<file path="config.mk">
export PLATFORM = sky130hd
export DESIGN_NAME = echo_decodificador_sync
export DESIGN_NICKNAME = d
export VERILOG_FILES = /design/src/rtl/echo_decodificador_sync_pkg.sv /design/src/rtl/echo_decodificador_sync_debounce.sv /design/src/rtl/echo_decodificador_sync.sv
export SDC_FILE = /design/constraint.sdc
export NUM_CORES = 1
export LEC_CHECK = 0
export BUFFER_PORTS_ARGS = -buffer_cell sky130_fd_sc_hd__buf_2
export CELL_PAD_IN_SITES_DETAIL_PLACEMENT = 1
export CELL_PAD_IN_SITES_GLOBAL_PLACEMENT = 2
export CORE_MARGIN = 10
export CORE_UTILIZATION = 34
export DETAILED_ROUTE_END_ITERATION = 10
export PLACE_DENSITY_LB_ADDON = 0.1
export RECOVER_POWER = 25
export SLEW_MARGIN = 5
export SYNTH_ARGS = -nofsm -noshare
export SYNTH_HDL_FRONTEND = slang
export SYNTH_SLANG_ARGS = --single-unit
</file>
<file path="constraint.sdc">
create_clock -name clk_i -period 1.83 [get_ports clk_i]
set_input_delay 0 -clock clk_i [delete_from_list [all_inputs] [get_ports clk_i]]
set_output_delay 0 -clock clk_i [all_outputs]
set_load 0.005 [all_outputs]
</file>
<file path="src/rtl/echo_decodificador_sync_pkg.sv">
// Shared definitions for the echo code link receiver.
// Holds the ten Johnson code words, the receiver FSM state type and the
// code-to-digit decode function. The encoder bench model reuses the same decode.
// Bit order of every code word: bit 4 = S1 .. bit 0 = S5.

package echo_decodificador_sync_pkg;

    localparam int unsigned CodeW  = 5;
    localparam int unsigned DigitW = 4;

    localparam logic [CodeW-1:0] JCode0 = 5'b11111;
    localparam logic [CodeW-1:0] JCode1 = 5'b01111;
    localparam logic [CodeW-1:0] JCode2 = 5'b00111;
    localparam logic [CodeW-1:0] JCode3 = 5'b00011;
    localparam logic [CodeW-1:0] JCode4 = 5'b00001;
    localparam logic [CodeW-1:0] JCode5 = 5'b00000;
    localparam logic [CodeW-1:0] JCode6 = 5'b10000;
    localparam logic [CodeW-1:0] JCode7 = 5'b11000;
    localparam logic [CodeW-1:0] JCode8 = 5'b11100;
    localparam logic [CodeW-1:0] JCode9 = 5'b11110;

    typedef enum logic [1:0] {
        StIdle,
        StSettle,
        StPresent
    } state_e;

    typedef struct packed {
        logic              legal;
        logic [DigitW-1:0] digit;
    } decode_t;

    // Illegal words decode to digit 0 so that an unused digit field never
    // carries a value outside 0-9.
    function automatic decode_t decode_jcode(input logic [CodeW-1:0] code);
        decode_t res;
        res.legal = 1'b1;
        res.digit = 4'd0;
        case (code)
            JCode0:  res.digit = 4'd0;
            JCode1:  res.digit = 4'd1;
            JCode2:  res.digit = 4'd2;
            JCode3:  res.digit = 4'd3;
            JCode4:  res.digit = 4'd4;
            JCode5:  res.digit = 4'd5;
            JCode6:  res.digit = 4'd6;
            JCode7:  res.digit = 4'd7;
            JCode8:  res.digit = 4'd8;
            JCode9:  res.digit = 4'd9;
            default: res.legal = 1'b0;
        endcase
        return res;
    endfunction

endpackage

</file>
<file path="src/rtl/echo_decodificador_sync_debounce.sv">
// Two-flop synchroniser for the code word and the link qualifier, followed by
// a stability counter on the synchronised code.
// Ports:
//   clk_i        system clock, rising edge
//   rst_ni       asynchronous active-low reset
//   s_i          asynchronous code word (bit 4 = S1)
//   en_i         asynchronous link qualifier
//   restart_i    clears the stability counter (code must re-settle)
//   code_sync_o  synchronised code word
//   en_sync_o    synchronised link qualifier
//   stable_o     code_sync_o unchanged for StableCycles consecutive cycles

module echo_decodificador_sync_debounce
    import echo_decodificador_sync_pkg::*;
#(
    parameter int unsigned StableCycles = 4
) (
    input  logic             clk_i,
    input  logic             rst_ni,
    input  logic [CodeW-1:0] s_i,
    input  logic             en_i,
    input  logic             restart_i,
    output logic [CodeW-1:0] code_sync_o,
    output logic             en_sync_o,
    output logic             stable_o
);

    localparam int unsigned CntW = $clog2(StableCycles + 1);
    localparam logic [CntW-1:0] MaxCnt = CntW'(StableCycles);

    logic [CodeW-1:0] s_meta_q;
    logic [CodeW-1:0] s_sync_q;
    logic             en_meta_q;
    logic             en_sync_q;
    logic [CntW-1:0]  cnt_q;
    logic [CntW-1:0]  cnt_d;

    // The counter clears on the same edge a new value lands in the sync
    // stage, so it measures how long the visible code has been unchanged.
    always_comb begin
        cnt_d = cnt_q;
        if (restart_i || (s_meta_q != s_sync_q)) begin
            cnt_d = '0;
        end else if (cnt_q < MaxCnt) begin
            cnt_d = cnt_q + 1'b1;
        end
    end

    always_ff @(posedge clk_i or negedge rst_ni) begin
        if (!rst_ni) begin
            s_meta_q  <= '0;
            s_sync_q  <= '0;
            en_meta_q <= 1'b0;
            en_sync_q <= 1'b0;
            cnt_q     <= '0;
        end else begin
            s_meta_q  <= s_i;
            s_sync_q  <= s_meta_q;
            en_meta_q <= en_i;
            en_sync_q <= en_meta_q;
            cnt_q     <= cnt_d;
        end
    end

    assign code_sync_o = s_sync_q;
    assign en_sync_o   = en_sync_q;
    assign stable_o    = (cnt_q == MaxCnt);

endmodule

</file>
<file path="src/rtl/echo_decodificador_sync.sv">
// Receiving end of the echo code link. Synchronises and debounces the 5-bit
// Johnson code, decodes it to a BCD digit and hands each new digit downstream
// over a valid/ready handshake. Illegal stable words pulse illegal_o and bump a
// saturating error counter.
// Ports:
//   clk_i        system clock, rising edge
//   rst_ni       asynchronous active-low reset
//   en_i         link qualifier, asynchronous
//   s_i          code word, bit 4 = S1 .. bit 0 = S5, asynchronous
//   out_ready_i  downstream accepts the digit
//   out_valid_o  out_digit_o holds a new digit
//   out_digit_o  decoded BCD digit 0-9
//   illegal_o    one-cycle pulse: stable code not in the table
//   err_count_o  saturating count of illegal_o pulses

module echo_decodificador_sync
    import echo_decodificador_sync_pkg::*;
#(
    parameter int unsigned StableCycles = 4,
    parameter int unsigned ErrCntW      = 8
) (
    input  logic               clk_i,
    input  logic               rst_ni,
    input  logic               en_i,
    input  logic [CodeW-1:0]   s_i,
    input  logic               out_ready_i,
    output logic               out_valid_o,
    output logic [DigitW-1:0]  out_digit_o,
    output logic               illegal_o,
    output logic [ErrCntW-1:0] err_count_o
);

    logic [CodeW-1:0]   code_sync;
    logic               en_sync;
    logic               stable;
    logic               restart;
    decode_t            dec;

    state_e             state_q,      state_d;
    logic [CodeW-1:0]   last_code_q,  last_code_d;
    logic               last_valid_q, last_valid_d;
    logic               out_valid_q,  out_valid_d;
    logic [DigitW-1:0]  out_digit_q,  out_digit_d;
    logic               illegal_q,    illegal_d;
    logic [ErrCntW-1:0] err_cnt_q,    err_cnt_d;

    echo_decodificador_sync_debounce #(
        .StableCycles (StableCycles)
    ) u_sync_debounce (
        .clk_i       (clk_i),
        .rst_ni      (rst_ni),
        .s_i         (s_i),
        .en_i        (en_i),
        .restart_i   (restart),
        .code_sync_o (code_sync),
        .en_sync_o   (en_sync),
        .stable_o    (stable)
    );

    always_comb begin
        dec = decode_jcode(code_sync);
    end

    always_comb begin
        state_d      = state_q;
        last_code_d  = last_code_q;
        last_valid_d = last_valid_q;
        out_valid_d  = out_valid_q;
        out_digit_d  = out_digit_q;
        illegal_d    = 1'b0;
        err_cnt_d    = err_cnt_q;
        restart      = 1'b0;

        // A disabled link overrides everything, including a pending digit and
        // an illegal word that happens to become stable in the same cycle.
        // Forgetting last_code makes the next enable re-present the code.
        if (!en_sync) begin
            state_d      = StIdle;
            out_valid_d  = 1'b0;
            last_valid_d = 1'b0;
        end else begin
            unique case (state_q)
                StIdle: begin
                    state_d = StSettle;
                end
                StSettle: begin
                    if (stable && !(last_valid_q && (code_sync == last_code_q))) begin
                        last_code_d  = code_sync;
                        last_valid_d = 1'b1;
                        if (dec.legal) begin
                            out_digit_d = dec.digit;
                            out_valid_d = 1'b1;
                            state_d     = StPresent;
                        end else begin
                            illegal_d = 1'b1;
                            if (err_cnt_q != {ErrCntW{1'b1}}) begin
                                err_cnt_d = err_cnt_q + 1'b1;
                            end
                        end
                    end
                end
                StPresent: begin
                    // Code movement while presenting is ignored; the restart
                    // forces a fresh settle before it is judged again.
                    if (out_ready_i) begin
                        out_valid_d = 1'b0;
                        state_d     = StSettle;
                        restart     = 1'b1;
                    end
                end
                default: begin
                    state_d     = StIdle;
                    out_valid_d = 1'b0;
                end
            endcase
        end
    end

    always_ff @(posedge clk_i or negedge rst_ni) begin
        if (!rst_ni) begin
            state_q      <= StIdle;
            last_code_q  <= '0;
            last_valid_q <= 1'b0;
            out_valid_q  <= 1'b0;
            out_digit_q  <= '0;
            illegal_q    <= 1'b0;
            err_cnt_q    <= '0;
        end else begin
            state_q      <= state_d;
            last_code_q  <= last_code_d;
            last_valid_q <= last_valid_d;
            out_valid_q  <= out_valid_d;
            out_digit_q  <= out_digit_d;
            illegal_q    <= illegal_d;
            err_cnt_q    <= err_cnt_d;
        end
    end

    assign out_valid_o = out_valid_q;
    assign out_digit_o = out_digit_q;
    assign illegal_o   = illegal_q;
    assign err_count_o = err_cnt_q;

endmodule

</file>
==> results.py <==
metrics = {
    "die": {
        "dieArea_mm2": 0.00850,
        "die_w_um": 92.2,
        "pin_count": 23,
        "core_mm2": 0.00507,
        "initial_utilization_pct": 34.9,
        "die_h_um": 92.2,
        "num_rows": 26,
    },
    "critical_path": {
        "cp_slowest_cell": "dfrtp_2",
        "r2r_setup_slack_ps": 70,
        "critPathKind": "reg2reg",
        "path_buf_inv": 3,
        "worstPathRequired_ps": 2040,
        "path_max_fanout": 8,
        "r2r_end": "err_count_o[4]",
        "endpoint_kind": "flip-flop",
        "slowest_delay_ps": 480,
        "ff2ff_path_depth": 7,
        "critPathTopFamily": "simple AND/OR/NAND/NOR gates",
        "crit_path_start_kind": "flip-flop",
        "path_cells": "buf_4 -> o211ai_1 -> and3_2 -> buf_6 -> buf_4 -> nor4_4 -> xor2_1",
        "crit_arrival_ps": 1970,
        "r2r_start": "u_sync_debounce.code_sync_o[2]",
        "critPathMostFrequentCell": "buf_4",
    },
    "synthesis": {
        "synth_seq_cells": 37,
        "synth_fa_ha_area_share_pct": 2.12,
        "yosys_warnings": 0,
        "yosysSeqAreaShare_pct": 52.2,
        "synth-compound-area-share_pct": 5.58,
        "muxShareOfSynthArea_pct": 8.40,
        "synth_top_family_by_area": "simple AND/OR/NAND/NOR gates",
        "syn_avg_cell_area_um2": 12.1,
        "synth_top_area_share_pct": 52.2,
        "synth_nets": 159,
        "synthTopCellsByArea": "dfrtp_1 (52%), xor2_1 (4.4%), mux2_2 (3.8%), mux2_4 (3.4%), buf_6 (3.2%)",
        "synth_cells": 147,
        "syn-cell-area_mm2": 0.00177,
        "synth_area_leader_cell": "dfrtp_1",
        "synth_simple_gate_area_share_pct": 17.1,
        "yosysUniqueCellTypes": 41,
        "synth_xor_area_share_pct": 9.17,
    },
    "sta": {
        "period_minus_slack_ps": 1760,
        "tightest_slew_ps": 838,
        "slew_viol_final": 0,
        "setup-tns-final_ps": 0,
        "skew_ps": 5.71,
        "whs_ps": 123,
        "fin_crit_sh_pct": 96.0,
        "timing.fmax_mhz": 569,
        "slew_headroom_pct": 44.1,
        "setup_viol": 0,
        "hold_viol": 0,
        "grt_setup_unrepaired": "true",
    },
    "clock_tree": {
        "clk_pin_slew_ps": 80,
        "clkSinkCount": 37,
        "cts_tree": "built",
        "clockRootBuffer": "clkbuf_8",
        "numCtsBuffers": 5,
        "cts.path.max_buffers": 2,
        "cts_max_level": 2,
        "clk_latency_ps": 290,
    },
    "place": {
        "port_buffers": 22,
        "dp_hpwl_um": 2840,
        "gp_congestion": 0.713,
    },
    "hold_path": {
        "holdPathStages": 4,
        "min_path_type": "in2reg",
        "hold_end": "out_valid_o",
        "worstHoldStart": "out_ready_i",
    },
    "layout": {
        "layout.nets": 211,
        "drive_above_1_share_pct": 43.5,
        "n_antenna_cell": 0,
        "areaGrowthSynthToFinish_pct": 32.7,
    },
    "pwr": {
        "powerDensity_mw_per_mm2": 670,
        "peakVddDrop_uv": 363,
        "cellLeakagePower_nw": 1.06,
        "p_total_w": 0.00158,
    },
    "global_routing": {
        "grt_max_degree": 38,
        "grt_pass1_vias": 1367,
        "grt_overflow": 0,
        "grt_usage_pct": 9.67,
        "grt_pass1_wl_um": 6710,
        "grt_antenna_before_repair": 0,
    },
    "detailed_routing": {
        "vias": 1241,
        "via_per_inst": 4.60,
        "drcViolationCount": 0,
        "routedWlPerCell_um": 14.7,
        "antenna_left": 0,
        "drtPass1Iterations": 3,
        "dr.first_iter.drc_count": 37,
        "wl_um": 3980,
    },
    "run_status": {
        "status": "finished clean",
    },
    "run": {
        "drv_cap": 0,
    },
}
worst register-to-register path, stage by stage, from the launching register on:
cell,delay (ps)
dfrtp_2,480
buf_4,140
o211ai_1,70
and3_2,240
buf_6,150
buf_4,160
nor4_4,270
xor2_1,170
cell usage in the layout (no fill, tap or decap), types with 2 or more instances in the layout:
master         instances
buf_6                  3
dfrtp_2                5
nand2b_1               4
nand2_2                3
nor3_4                 2
ha_1                   2
nand3_1                6
xnor2_1                3
nor3_1                 2
mux2_2                 6
or2_2                  2
dlygate4sd3_1          7
buf_2                 15
mux2_4                 4
inv_1                  5
clkbuf_8               5
o21ai_0                2
a21oi_1                2
xnor2_2                4
nand2_1                9
nor2_1                 8
nor4_4                 2
dfrtp_1               32
clkinvlp_4             3
xor2_1                 9
nor4b_4                2
o211ai_1               2
clkbuf_1               7
buf_4                 21
how the worst max path moves through the flow:
stage | start | to | cells past startpoint
global route | u_sync_debounce.code_sync_o[2] | err_count_o[4] | 7
global placement | u_sync_debounce.code_sync_o[4] | out_digit_o[3] | 5
detailed placement | u_sync_debounce.code_sync_o[3] | err_count_o[6] | 6
CTS | u_sync_debounce.code_sync_o[1] | last_code_q[2] | 5
floorplan | u_sync_debounce.code_sync_o[0] | out_digit_o[0] | 8
finish | u_sync_debounce.code_sync_o[2] | err_count_o[4] | 7
state kept, by name (all words and copies together) (netlist names):
signal / flops
err_count_o: 8
last_code_q: 5
u_sync_debounce.code_sync_o: 5
u_sync_debounce.s_meta_q: 5
out_digit_o: 4
u_sync_debounce.cnt_q: 3
state_q: 2
illegal_o: 1
last_valid_q: 1
out_valid_o: 1
u_sync_debounce.en_meta_q: 1
u_sync_debounce.en_sync_o: 1
power breakdown:
part	total [W]	switching [W]	leakage [nW]	internal, W
combinational	0.000142	0.0000681	0.539	0.0000740
sequential	0.000855	0.0000217	0.482	0.000833
clock	0.000580	0.000313	0.0364	0.000267
total	0.00158	0.000402	1.06	0.00117
stage by stage:
stage	instances	cell area (um2)	worst slack, ps	utilization (%)
5_1_grt	270	2350	-28.6	46.4
4_1_cts	266	2210	-2.42	43.6
3_3_place_gp	248	2020	-5.33	39.8
6_report	270	2350	73.4	46.4
2_1_floorplan	147	1770	111	-
3_5_place_dp	248	2020	-55.9	39.8
synth_stat cells, drive strengths merged:
| cell type | number |
|---|---|
| mux2 | 11 |
| a41oi | 1 |
| a31o | 1 |
| nor2 | 9 |
| o21ai | 4 |
| nand2b | 5 |
| mux2i | 1 |
| nand3 | 6 |
| a21oi | 2 |
| o21a | 1 |
| a2111oi | 1 |
| ha | 3 |
| nor3 | 5 |
| inv | 5 |
| nand2 | 12 |
| buf | 8 |
| or3 | 1 |
| nor2b | 3 |
| xnor2 | 7 |
| dfrtp | 37 |
| o32ai | 1 |
| o211ai | 2 |
| nor4 | 3 |
| o31ai | 1 |
| nand4 | 1 |
| and3 | 2 |
| nor4b | 2 |
| xor2 | 9 |
| or2 | 3 |
cell type report:
cell class / instances / area [um2]
well taps: 70 / 87.6
clock inverters: 3 / 22.5
inverters: 5 / 18.8
flip-flops and latches: 37 / 932
multi-input cells: 97 / 861
fillers: 557 / 2720
repair buffers: 53 / 363
clock buffers: 5 / 68.8
routing by layer:
layer  wire [um]  up-vias  track usage, %
met3         111        4            2.77
met1        1860      615            12.3
met4          48        0            3.08
met5           0        -               0
li1            -      604               -
met2        1960       18            15.4
logic make-up (layout without fill, tap and decap cells):
family	after synthesis	count (layout)
AOI/OAI and AO/OA	14	14
DFF	37	37
adders and majority gates	3	3
and+or+nand+nor	52	52
xor gates and xnor gates	16	16
buffers and inverters	13	66
muxes	12	12
what timing repair did:
| action | 4_1_cts | 5_1_grt |
|---|---|---|
| resized for setup | 4 | 25 |
| buffers inserted | 3 | 4 |
| endpoints found under the setup margin | 13 | 16 |
| hold buffers | 7 | 0 |
| endpoints found under the hold margin | 43 | 0 |
| pin swaps | 0 | 7 |
Note: power is estimated with default switching activity, not from simulation.
